==> src/rtl/snn_pkg.sv <==
// Shared types and defaults for the potential-adder neuron core scheduler.
package snn_pkg;

    localparam int N_DEF       = 8;
    localparam int W_DEF       = 32;
    localparam int T_STEPS_DEF = 350;
    localparam int TCW_DEF     = 9;

    typedef enum logic [3:0] {
        S_IDLE,
        S_INIT,
        S_SEL,
        S_P1_W,
        S_P2_W,
        S_P3A_W,
        S_ARG,
        S_P3B_W,
        S_TEND,
        S_DONE
    } state_e;

    typedef enum logic [1:0] {
        PP1 = 2'd1,
        PP2 = 2'd2,
        PP3 = 2'd3
    } phase_e;

    // No input spikes means decay only; otherwise the learn flag picks
    // inference or learning accumulation.
    function automatic phase_e sel_phase(input logic ip_any, input logic learn);
        if (!ip_any)
            return PP1;
        else if (learn)
            return PP3;
        else
            return PP2;
    endfunction

endpackage

==> src/rtl/pp_argmax_seq.sv <==
// Serial signed argmax over N packed potentials, one neuron per cycle.
// The start cycle examines neuron 0; done is raised combinationally in the
// cycle that examines neuron N-1, with best_idx already holding the result.
module pp_argmax_seq #(
    parameter int N = 8,
    parameter int W = 32
) (
    input  logic                 clk,
    input  logic                 rst,
    input  logic                 start,
    input  logic [N*W-1:0]       potential,
    output logic                 done,
    output logic [$clog2(N)-1:0] best_idx
);
    localparam int IW = $clog2(N);
    localparam logic [IW-1:0] LAST = IW'(N - 1);

    logic signed [W-1:0] pot [N];
    logic signed [W-1:0] cur_val;
    logic signed [W-1:0] best_val;
    logic [IW-1:0]       idx;
    logic [IW-1:0]       cur_idx;
    logic [IW-1:0]       best;
    logic                run;
    logic                take;

    for (genvar g = 0; g < N; g++) begin : g_unpack
        assign pot[g] = potential[W*g +: W];
    end

    // Candidate for this cycle; ties keep the earlier (lower) index.
    always_comb begin
        cur_idx  = start ? '0 : idx;
        cur_val  = pot[cur_idx];
        take     = start || (cur_val > best_val);
        best_idx = take ? cur_idx : best;
        done     = (start || run) && (cur_idx == LAST);
    end

    // Scan control: index walks 1..N-1 after the start cycle.
    always_ff @(posedge clk or posedge rst) begin
        if (rst) begin
            run <= 1'b0;
            idx <= '0;
        end else if (start) begin
            run <= (N > 1);
            idx <= IW'(1);
        end else if (run) begin
            if (idx == LAST)
                run <= 1'b0;
            else
                idx <= idx + 1'b1;
        end
    end

    // Running best value/index, only meaningful while a scan is active.
    always_ff @(posedge clk) begin
        if (start || run) begin
            best     <= best_idx;
            best_val <= take ? cur_val : best_val;
        end
    end

endmodule

==> src/rtl/pp_phase_sched.sv <==
// Time-unit scheduler for the potential-adder neuron bank: sequences
// decay / inference / learning phases per TU, tracks outstanding neurons,
// and runs winner-take-all between the two learning sub-phases.
module pp_phase_sched
    import snn_pkg::*;
#(
    parameter int N       = N_DEF,
    parameter int W       = W_DEF,
    parameter int T_STEPS = T_STEPS_DEF,
    parameter int TCW     = TCW_DEF
) (
    input  logic                 clk,
    input  logic                 rst,
    input  logic                 start_img,
    input  logic                 learn,
    input  logic                 ip_any,
    input  logic [N-1:0]         valid_pp1,
    input  logic [N-1:0]         valid_pp2,
    input  logic [N-1:0]         valid_pp3m,
    input  logic [N-1:0]         valid_pp3,
    input  logic [N-1:0]         spike_pp,
    input  logic [N*W-1:0]       potential,
    output logic                 start_core_img,
    output logic                 start_pp1,
    output logic                 start_pp2,
    output logic                 start_pp3,
    output logic                 start_pp3m,
    output logic [N-1:0]         won_lost_hold,
    output logic                 TU_incre,
    output logic [TCW-1:0]       tu_count,
    output logic [N-1:0]         spike_vec,
    output logic [$clog2(N)-1:0] winner_idx,
    output logic                 busy,
    output logic                 img_done
);
    localparam int IW = $clog2(N);

    state_e         state;
    logic [N-1:0]   pend;
    logic [N-1:0]   phase_valid;
    logic [N-1:0]   accepted;
    logic [N-1:0]   pend_next;
    logic           learn_q;
    logic           arg_start;
    logic           arg_done;
    logic [IW-1:0]  arg_best;

    pp_argmax_seq #(
        .N (N),
        .W (W)
    ) u_argmax (
        .clk       (clk),
        .rst       (rst),
        .start     (arg_start),
        .potential (potential),
        .done      (arg_done),
        .best_idx  (arg_best)
    );

    // Only the valid vector of the phase being waited on can retire neurons.
    always_comb begin
        phase_valid = '0;
        case (state)
            S_P1_W:  phase_valid = valid_pp1;
            S_P2_W:  phase_valid = valid_pp2;
            S_P3A_W: phase_valid = valid_pp3m;
            S_P3B_W: phase_valid = valid_pp3;
            default: phase_valid = '0;
        endcase
        accepted  = pend & phase_valid;
        pend_next = pend & ~phase_valid;
    end

    // Main scheduler FSM; all outputs are registered and pulses self-clear.
    always_ff @(posedge clk or posedge rst) begin
        if (rst) begin
            state          <= S_IDLE;
            pend           <= '0;
            learn_q        <= 1'b0;
            arg_start      <= 1'b0;
            start_core_img <= 1'b0;
            start_pp1      <= 1'b0;
            start_pp2      <= 1'b0;
            start_pp3      <= 1'b0;
            start_pp3m     <= 1'b0;
            won_lost_hold  <= '0;
            TU_incre       <= 1'b0;
            tu_count       <= '0;
            spike_vec      <= '0;
            winner_idx     <= '0;
            busy           <= 1'b0;
            img_done       <= 1'b0;
        end else begin
            start_core_img <= 1'b0;
            start_pp1      <= 1'b0;
            start_pp2      <= 1'b0;
            start_pp3      <= 1'b0;
            start_pp3m     <= 1'b0;
            TU_incre       <= 1'b0;
            img_done       <= 1'b0;
            arg_start      <= 1'b0;
            case (state)
                S_IDLE: begin
                    if (start_img) begin
                        learn_q        <= learn;
                        busy           <= 1'b1;
                        start_core_img <= 1'b1;
                        state          <= S_INIT;
                    end
                end
                S_INIT: begin
                    tu_count <= '0;
                    state    <= S_SEL;
                end
                S_SEL: begin
                    pend      <= '1;
                    spike_vec <= '0;
                    case (sel_phase(ip_any, learn_q))
                        PP2: begin
                            start_pp2 <= 1'b1;
                            state     <= S_P2_W;
                        end
                        PP3: begin
                            start_pp3 <= 1'b1;
                            state     <= S_P3A_W;
                        end
                        default: begin
                            start_pp1 <= 1'b1;
                            state     <= S_P1_W;
                        end
                    endcase
                end
                S_P1_W, S_P2_W, S_P3B_W: begin
                    pend <= pend_next;
                    if (state != S_P1_W)
                        spike_vec <= spike_vec | (spike_pp & accepted);
                    if (pend_next == '0) begin
                        TU_incre <= 1'b1;
                        state    <= S_TEND;
                    end
                end
                S_P3A_W: begin
                    pend <= pend_next;
                    if (pend_next == '0) begin
                        arg_start <= 1'b1;
                        state     <= S_ARG;
                    end
                end
                S_ARG: begin
                    if (arg_done) begin
                        won_lost_hold <= N'(1) << arg_best;
                        winner_idx    <= arg_best;
                        start_pp3m    <= 1'b1;
                        pend          <= '1;
                        state         <= S_P3B_W;
                    end
                end
                S_TEND: begin
                    if (tu_count == TCW'(T_STEPS - 1)) begin
                        img_done <= 1'b1;
                        state    <= S_DONE;
                    end else begin
                        tu_count <= tu_count + 1'b1;
                        state    <= S_SEL;
                    end
                end
                S_DONE: begin
                    busy  <= 1'b0;
                    state <= S_IDLE;
                end
                default: state <= S_IDLE;
            endcase
        end
    end

endmodule
==> config.mk <==
export PLATFORM = sky130hd
export DESIGN_NAME = pp_phase_sched
export DESIGN_NICKNAME = d
export VERILOG_FILES = /design/src/rtl/snn_pkg.sv /design/src/rtl/pp_argmax_seq.sv /design/src/rtl/pp_phase_sched.sv
export SDC_FILE = /design/constraint.sdc
export NUM_CORES = 1
export LEC_CHECK = 0
export ABC_AREA = 1
export CORE_MARGIN = 2
export CORE_UTILIZATION = 37
export DETAILED_ROUTE_END_ITERATION = 10
export GPL_ROUTABILITY_DRIVEN = 0
export PLACE_DENSITY_LB_ADDON = 0.3
export SLEW_MARGIN = 20
export SYNTH_ARGS = -nofsm -noshare
export SYNTH_HDL_FRONTEND = slang
export SYNTH_HIERARCHICAL = 1
export SYNTH_SLANG_ARGS = --single-unit
==> constraint.sdc <==
create_clock -name clk -period 5.3 [get_ports clk]
set_input_delay 1.06 -clock clk [delete_from_list [all_inputs] [get_ports clk]]
set_output_delay 1.06 -clock clk [all_outputs]
set_load 0.02 [all_outputs]
After elaboration in Yosys (flattened, before gate mapping):

Cells that the tools add are included.

* add/sub/neg operators: 2
* multipliers: 0
* div/mod/pow operators: 0
* magnitude comparators: 2
* eq/ne operators: 22
* shifts and indexed selects: 1
* multiplexer cells: 45
* bitwise logic cells: 6
* reduce and logical (&&, ||, !) cells: 22

Operators with widths (count)
* 32-bit binary-select mux with 3-bit select: 1
* 32-bit 2-to-1 mux: 2
* 32-bit > comparator: 1
* 8-bit case mux with 4 select lines: 1
* 4-bit case mux with 7 select lines: 1
* 8-bit AND: 3
* 8-bit case mux with 3 select lines: 1
* 1-bit 2-to-1 mux: 20
* 4-bit 2-to-1 mux: 5
* 9-bit case mux with 2 select lines: 1
* 4-bit by 3-bit == test with 1-bit output (second input constant): 4
* 8-bit 2-to-1 mux: 2
* 8-bit case mux with 2 select lines: 1
* 2-bit AND reduction: 8
* 3-bit 2-to-1 mux: 5
* 2-bit != test (second input constant): 7
* 9-bit by 1-bit adder with 9-bit output (second input constant): 1
* 9-bit == test (second input constant): 1
* 9-bit 2-to-1 mux: 1
* 4-bit by 2-bit == test with 1-bit output (second input constant): 2
* 4-bit == test (second input constant): 2
* 8-bit logical NOT: 1
* 8-bit inverter: 1
* 8-bit OR: 1
* 20 further kinds: 27

* flip-flop bits (word level): 89
* latch bits: 0
* RAM bits: 0
* memory bits (read-only): 0
* input port bits: 301
* output and inout port bits: 36
* logic and storage cells: 120
* memories kept: 0

Longest topological paths before layout:

* depth in word-level cells: 9
* gate-level depth with buffers: 29
* depth with buffers taken out: 27

Hierarchy:

The synthesis kept the hierarchy.

By module, submodules not included
* pp_argmax_seq: times used 1, cells each 564, area each 4145.2 µm², seq. area each 1151.1 µm²
* pp_phase_sched: times used 1, cells each 332, area each 2580.0 µm², seq. area each 1251.2 µm²

Worst setup path before layout:

Ideal clock, no wire load.

* path kind: input port to flip-flop
* start: in potential[127]
* end: reg u_argmax.best_val[0] (enable)
* library setup time: 425 ps
* arrival: 3988 ps
* required time: 4875 ps
* path slack: 887 ps
* stages on the path: 12
* buffers on the path: 0
* cell sequence: a221oi_1 > o31ai_1 > ha_1 > nand2_1 > inv_2 > nand3_1 > nor2_1 > and3_1 > nand2_1 > nand3_2 > nand3_2 > o21ai_1

* longest elaborated chain between the ends: 6

Ends and longest elaborated chain
* start: declaration: line pp_phase_sched.sv:22 `input logic [N*W-1:0] potential,`
* 32-bit binary-select mux with 3-bit select: line pp_argmax_seq.sv:34 `cur_val = pot[cur_idx];`
* 32-bit 2-to-1 mux (not written as such) (2 in a row): line pp_argmax_seq.sv:34
* via u_argmax.cur_val[31]: line pp_argmax_seq.sv:19 `logic signed [W-1:0] cur_val;`
* 32-bit > comparator: line pp_argmax_seq.sv:35 `take = start || (cur_val > best_val);`
* 1-bit logical OR: line pp_argmax_seq.sv:35
* 2-bit AND reduction (no line)
* end signal: assignment: line pp_argmax_seq.sv:60 `best_val <= take ? cur_val : best_val;`
* end: declaration: line pp_argmax_seq.sv:20 `logic signed [W-1:0] best_val;`

The timed path passes the listed nets, and every way through them passes these cells. The select of a mux whose other input is x is not followed.
A chain may end at the register's enable or synchronous reset.

Worst setup path in the final report:

* start: reg arg_start
* end: reg won_lost_hold[1]

* longest elaborated chain between the ends: 9
* elaborated cells between the ends (all ways): 13
* classes of those cells: order compare: 1; eq/ne: 1; shift: 1; mux: 5; bitwise: 1; reduce/logical: 4

Ends and longest elaborated chain
* start: declaration: line pp_phase_sched.sv:44 `logic arg_start;`
* start signal: assignment: line pp_phase_sched.sv:80 `arg_start <= 1'b0;`
* start signal: assignment: line pp_phase_sched.sv:101 `arg_start <= 1'b0;`
* start signal: assignment: line pp_phase_sched.sv:145 `arg_start <= 1'b1;`
* 3-bit 2-to-1 mux: line pp_argmax_seq.sv:33 `cur_idx = start ? '0 : idx;`
* 3-bit inverter with 4-bit output (not written as such): line pp_argmax_seq.sv:34
* 32-bit binary-select mux with 3-bit select: line pp_argmax_seq.sv:34
* 32-bit 2-to-1 mux (not written as such) (2 in a row): line pp_argmax_seq.sv:34
* via u_argmax.cur_val[17]: line pp_argmax_seq.sv:19
* 32-bit > comparator: line pp_argmax_seq.sv:35
* 1-bit logical OR: line pp_argmax_seq.sv:35
* 3-bit 2-to-1 mux: line pp_argmax_seq.sv:36 `best_idx = take ? cur_idx : best;`
* via arg_best[0]: line pp_phase_sched.sv:46 `logic [IW-1:0] arg_best;`
* 1-bit by 3-bit left shift with 8-bit output: line pp_phase_sched.sv:151 `won_lost_hold <= N'(1) << arg_best;`
* end signal: assignment: line pp_phase_sched.sv:151
* end: declaration: line pp_phase_sched.sv:28 `output logic [N-1:0] won_lost_hold,`

The timed path passes the listed nets, and every way through them passes these cells. The select of a mux whose other input is x is not followed.

==> results.sh <==
export IMPL_ys_async_sr_fraction=0.607
export IMPL_drtPass1Iterations=4
export IMPL_instances_no_fill=1436
export IMPL_grt_max_degree=68
export IMPL_fill_cells=1651
export IMPL_via_count=7544
export IMPL_netSwitchingFraction=0.352
export IMPL_syn_mean_instance_area_sq_um=7.51
export IMPL_crit_path_end_kind="register"
export IMPL_first_global_vias=7418
export IMPL_final_area_sq_um=10500
export IMPL_yosysUniqueCellTypes=39
export IMPL_pwr_share_seq=0.353
export IMPL_synthSimpleGateAreaFrac=0.248
export IMPL_yosys_warnings=6
export IMPL_setup_viol=0
export IMPL_synth_fp_nets=1233
export IMPL_vias_per_cell=5.25
export IMPL_synth_seq_area_share=0.357
export IMPL_die_h_um=139
export IMPL_post_cts_buffers=0
export IMPL_combPwrFrac=0.405
export IMPL_fp_dieW_um=139
export IMPL_drive_gt1_frac=0.0498
export IMPL_boundaryPins=337
export IMPL_insertion_delay_ns=0.34
export IMPL_clockBufferDepth=2
export IMPL_cts_sinks=89
export IMPL_ir_drop_mv=0.191
export IMPL_wl_um=25000
export IMPL_cts_tree="yes"
export IMPL_post_dp_cell_area_sq_um=10200
export IMPL_synth_mux_area_frac=0
export IMPL_area_delta_synth_final_pct=56.1
export IMPL_grt_pass1_wl_um=39300
export IMPL_cap_violations=0
export IMPL_layout_common_cells="clkdlybuf4s50_1, nand2_1, nor2_1, inv_1, a221oi_1"
export IMPL_yosysTopAreaCellShare=0.201
export IMPL_worstMarginPinSlew_ns=1.09
export IMPL_cts_hold_buf=0
export IMPL_cts_made_buffers=9
export IMPL_switchingPower_uw=863
export IMPL_fp_row_count=49
export IMPL_rsz0062_at_grt="no"
export IMPL_synthFlopType="dfrtp_1"
export IMPL_grt_overflow=0
export IMPL_synth_area_leader_cell="dfrtp_1"
export IMPL_multi_input_area_sq_um=3740
export IMPL_synth_top_family_by_area="simple AND/OR/NAND/NOR gates"
export IMPL_htreeDepth=3
export IMPL_fin_crit_sh=0.764
export IMPL_worstPathRequired_ns=5.52
export IMPL_io_buffer_count=336
export IMPL_dp_cells=1419
export IMPL_p_leak_uw=0.00436
export IMPL_synthAdderAreaFrac=0.0670
export IMPL_max_clock_freq_mhz=247
export IMPL_whs_path_depth=2
export IMPL_period_minus_slack_ns=4.05
export IMPL_reg2regPathDepth=19
export IMPL_power_density_nw_per_um2=233
export IMPL_netlist_area_sq_um=6730
export IMPL_clkPwrFrac=0.243
export IMPL_wl_per_cell_um=17.4
export IMPL_dieArea_sq_um=19300
export IMPL_drtIter0Drc=403
export IMPL_post_cts_resized=0
export IMPL_fin_skew_ns=0.00757
export IMPL_grtUsageTotal=0.254
export IMPL_synth_edf_count=35
export IMPL_max_slew_margin=0.272
export IMPL_area_sequential_sq_um=2400
export IMPL_finalNetCount=1538
export IMPL_fin_total_pwr_uw=2450
export IMPL_outcome="complete, no violations"
export IMPL_drc_errors=0
export IMPL_grt_antenna_before_repair=3
export IMPL_hold_path_class="register to register"
export IMPL_start_kind="register"
export IMPL_drv_slew=0
export IMPL_rrSetupSlack_ns=1.25
export IMPL_finalHoldViolations=0
export IMPL_netlist_instances=896
export IMPL_cp_max_fo=62
export IMPL_fin_setup_tns_ns=0
export IMPL_synth_compound_area_share=0.234
export IMPL_drt_antenna_violating_nets=0
export IMPL_final_common_cell="clkdlybuf4s50_1"
export IMPL_finalWorstSetupSlack_ns=1.25
export IMPL_cts_clk_slew_worst_paths_ns=0.06
export IMPL_start_util=0.376
export IMPL_synthTopCellsByArea="dfrtp_1, edfxtp_1, nand2_1"
export IMPL_p_int_uw=1590
export IMPL_crit_type="register to register"
export IMPL_core_area_sq_um=17900
export IMPL_dp_slack_ns=1.04
export IMPL_dp_hpwl_um=19100
export IMPL_crit_arrival_ns=4.27
export IMPL_synth_seq_cells=89
export IMPL_clockRootBuffer="clkbuf_16"
export IMPL_yosys_area_share_xor_xnor=0.00391
cell families after synthesis:
kind of cell               after synthesis
xor gates and xnor gates                 3
AOI/OAI and AO/OA                      234
and+or+nand+nor                        392
DFF                                     89
adders and majority gates               36
buffers and inverters                  142
through the flow:
step           hold slack, ns  utilization
6_report                0.476        0.586
5_1_grt                 0.499        0.586
4_1_cts                 0.477        0.586
3_5_place_dp            0.462        0.571
3_3_place_gp            0.467        0.571
2_1_floorplan           0.468            -
layer usage:
metal  share of wire  track usage
met5         0.00052            0
met4           0.016       0.0585
met2            0.49        0.433
met3           0.070       0.0556
met1            0.42        0.330
worst max-delay path, cell delays in order (launching register included):
cell and delay [ns]:
dfrtp_1 0.47, nor2_2 0.34, inv_2 0.50, o31ai_1 0.69, ha_1 0.36, nand2_1 0.07, nand2_1 0.04, nand2_1 0.05
nand2_1 0.05, nand2_1 0.05, nand2_1 0.04, nand2_1 0.05, nand2_1 0.06, nor2_1 0.13, nand3_2 0.13, nand3_2 0.15
nand3_1 0.09, nand2_1 0.14, inv_1 0.11, o41ai_1 0.39
state kept, by name, summed over array words and instances (netlist names), 4 cells and up:
signal,flops
tu_count,9
state,4
u_argmax/best_val,32
spike_vec,8
won_lost_hold,8
pend,8
synthesized netlist by cell type (2+ instances only):
library cell / n
inv_2: 10
nor2_1: 131
buf_2: 20
o31ai_1: 35
nand2_2: 5
buf_4: 6
nand3_2: 2
nor2_4: 4
o22ai_1: 32
o21ai_0: 57
o32ai_1: 2
o21ai_2: 2
buf_1: 3
nor2_2: 6
a21o_1: 2
buf_6: 3
nor3_1: 8
inv_1: 79
nand3_1: 54
ha_1: 36
a221oi_1: 62
edfxtp_1: 35
o41ai_1: 3
nand2_1: 167
clkbuf_1: 20
nand4_1: 9
nand2_4: 2
o21ai_1: 23
xor2_1: 3
dfrtp_1: 54
a21oi_1: 13
area by class of cell:
type,count,share of cell area
sequential,89,0.229
tap,229,0.0273
antenna,2,0.000477
inverter,90,0.0325
timing repair buffer,346,0.329
clock inverter,3,0.00143
multi-input combinational,665,0.356
clock buffer,12,0.0246
final timing paths:
| path | start | end |
|---|---|---|
| min in group asynchronous | rst | u_argmax/idx[0] |
| worst min-delay path | winner_idx[2] | winner_idx[2] |
| max in group asynchronous | rst | spike_vec[1] |
| worst min register to register | winner_idx[2] | winner_idx[2] |
| worst max register to register | arg_start | won_lost_hold[1] |
| worst max-delay path | arg_start | won_lost_hold[1] |
power by group through the flow:
| stage | combinational [uW] | clock (uW) | sequential [uW] |
|---|---|---|---|
| after CTS | 998 | 607 | 863 |
| after detailed placement | 994 | 0 | 873 |
| after floorplan | 513 | 0 | 913 |
| after global routing | 1100 | 634 | 875 |
| after global placement | 975 | 0 | 873 |
| final | 990 | 594 | 864 |
Power figures use the tool's default switching activity.
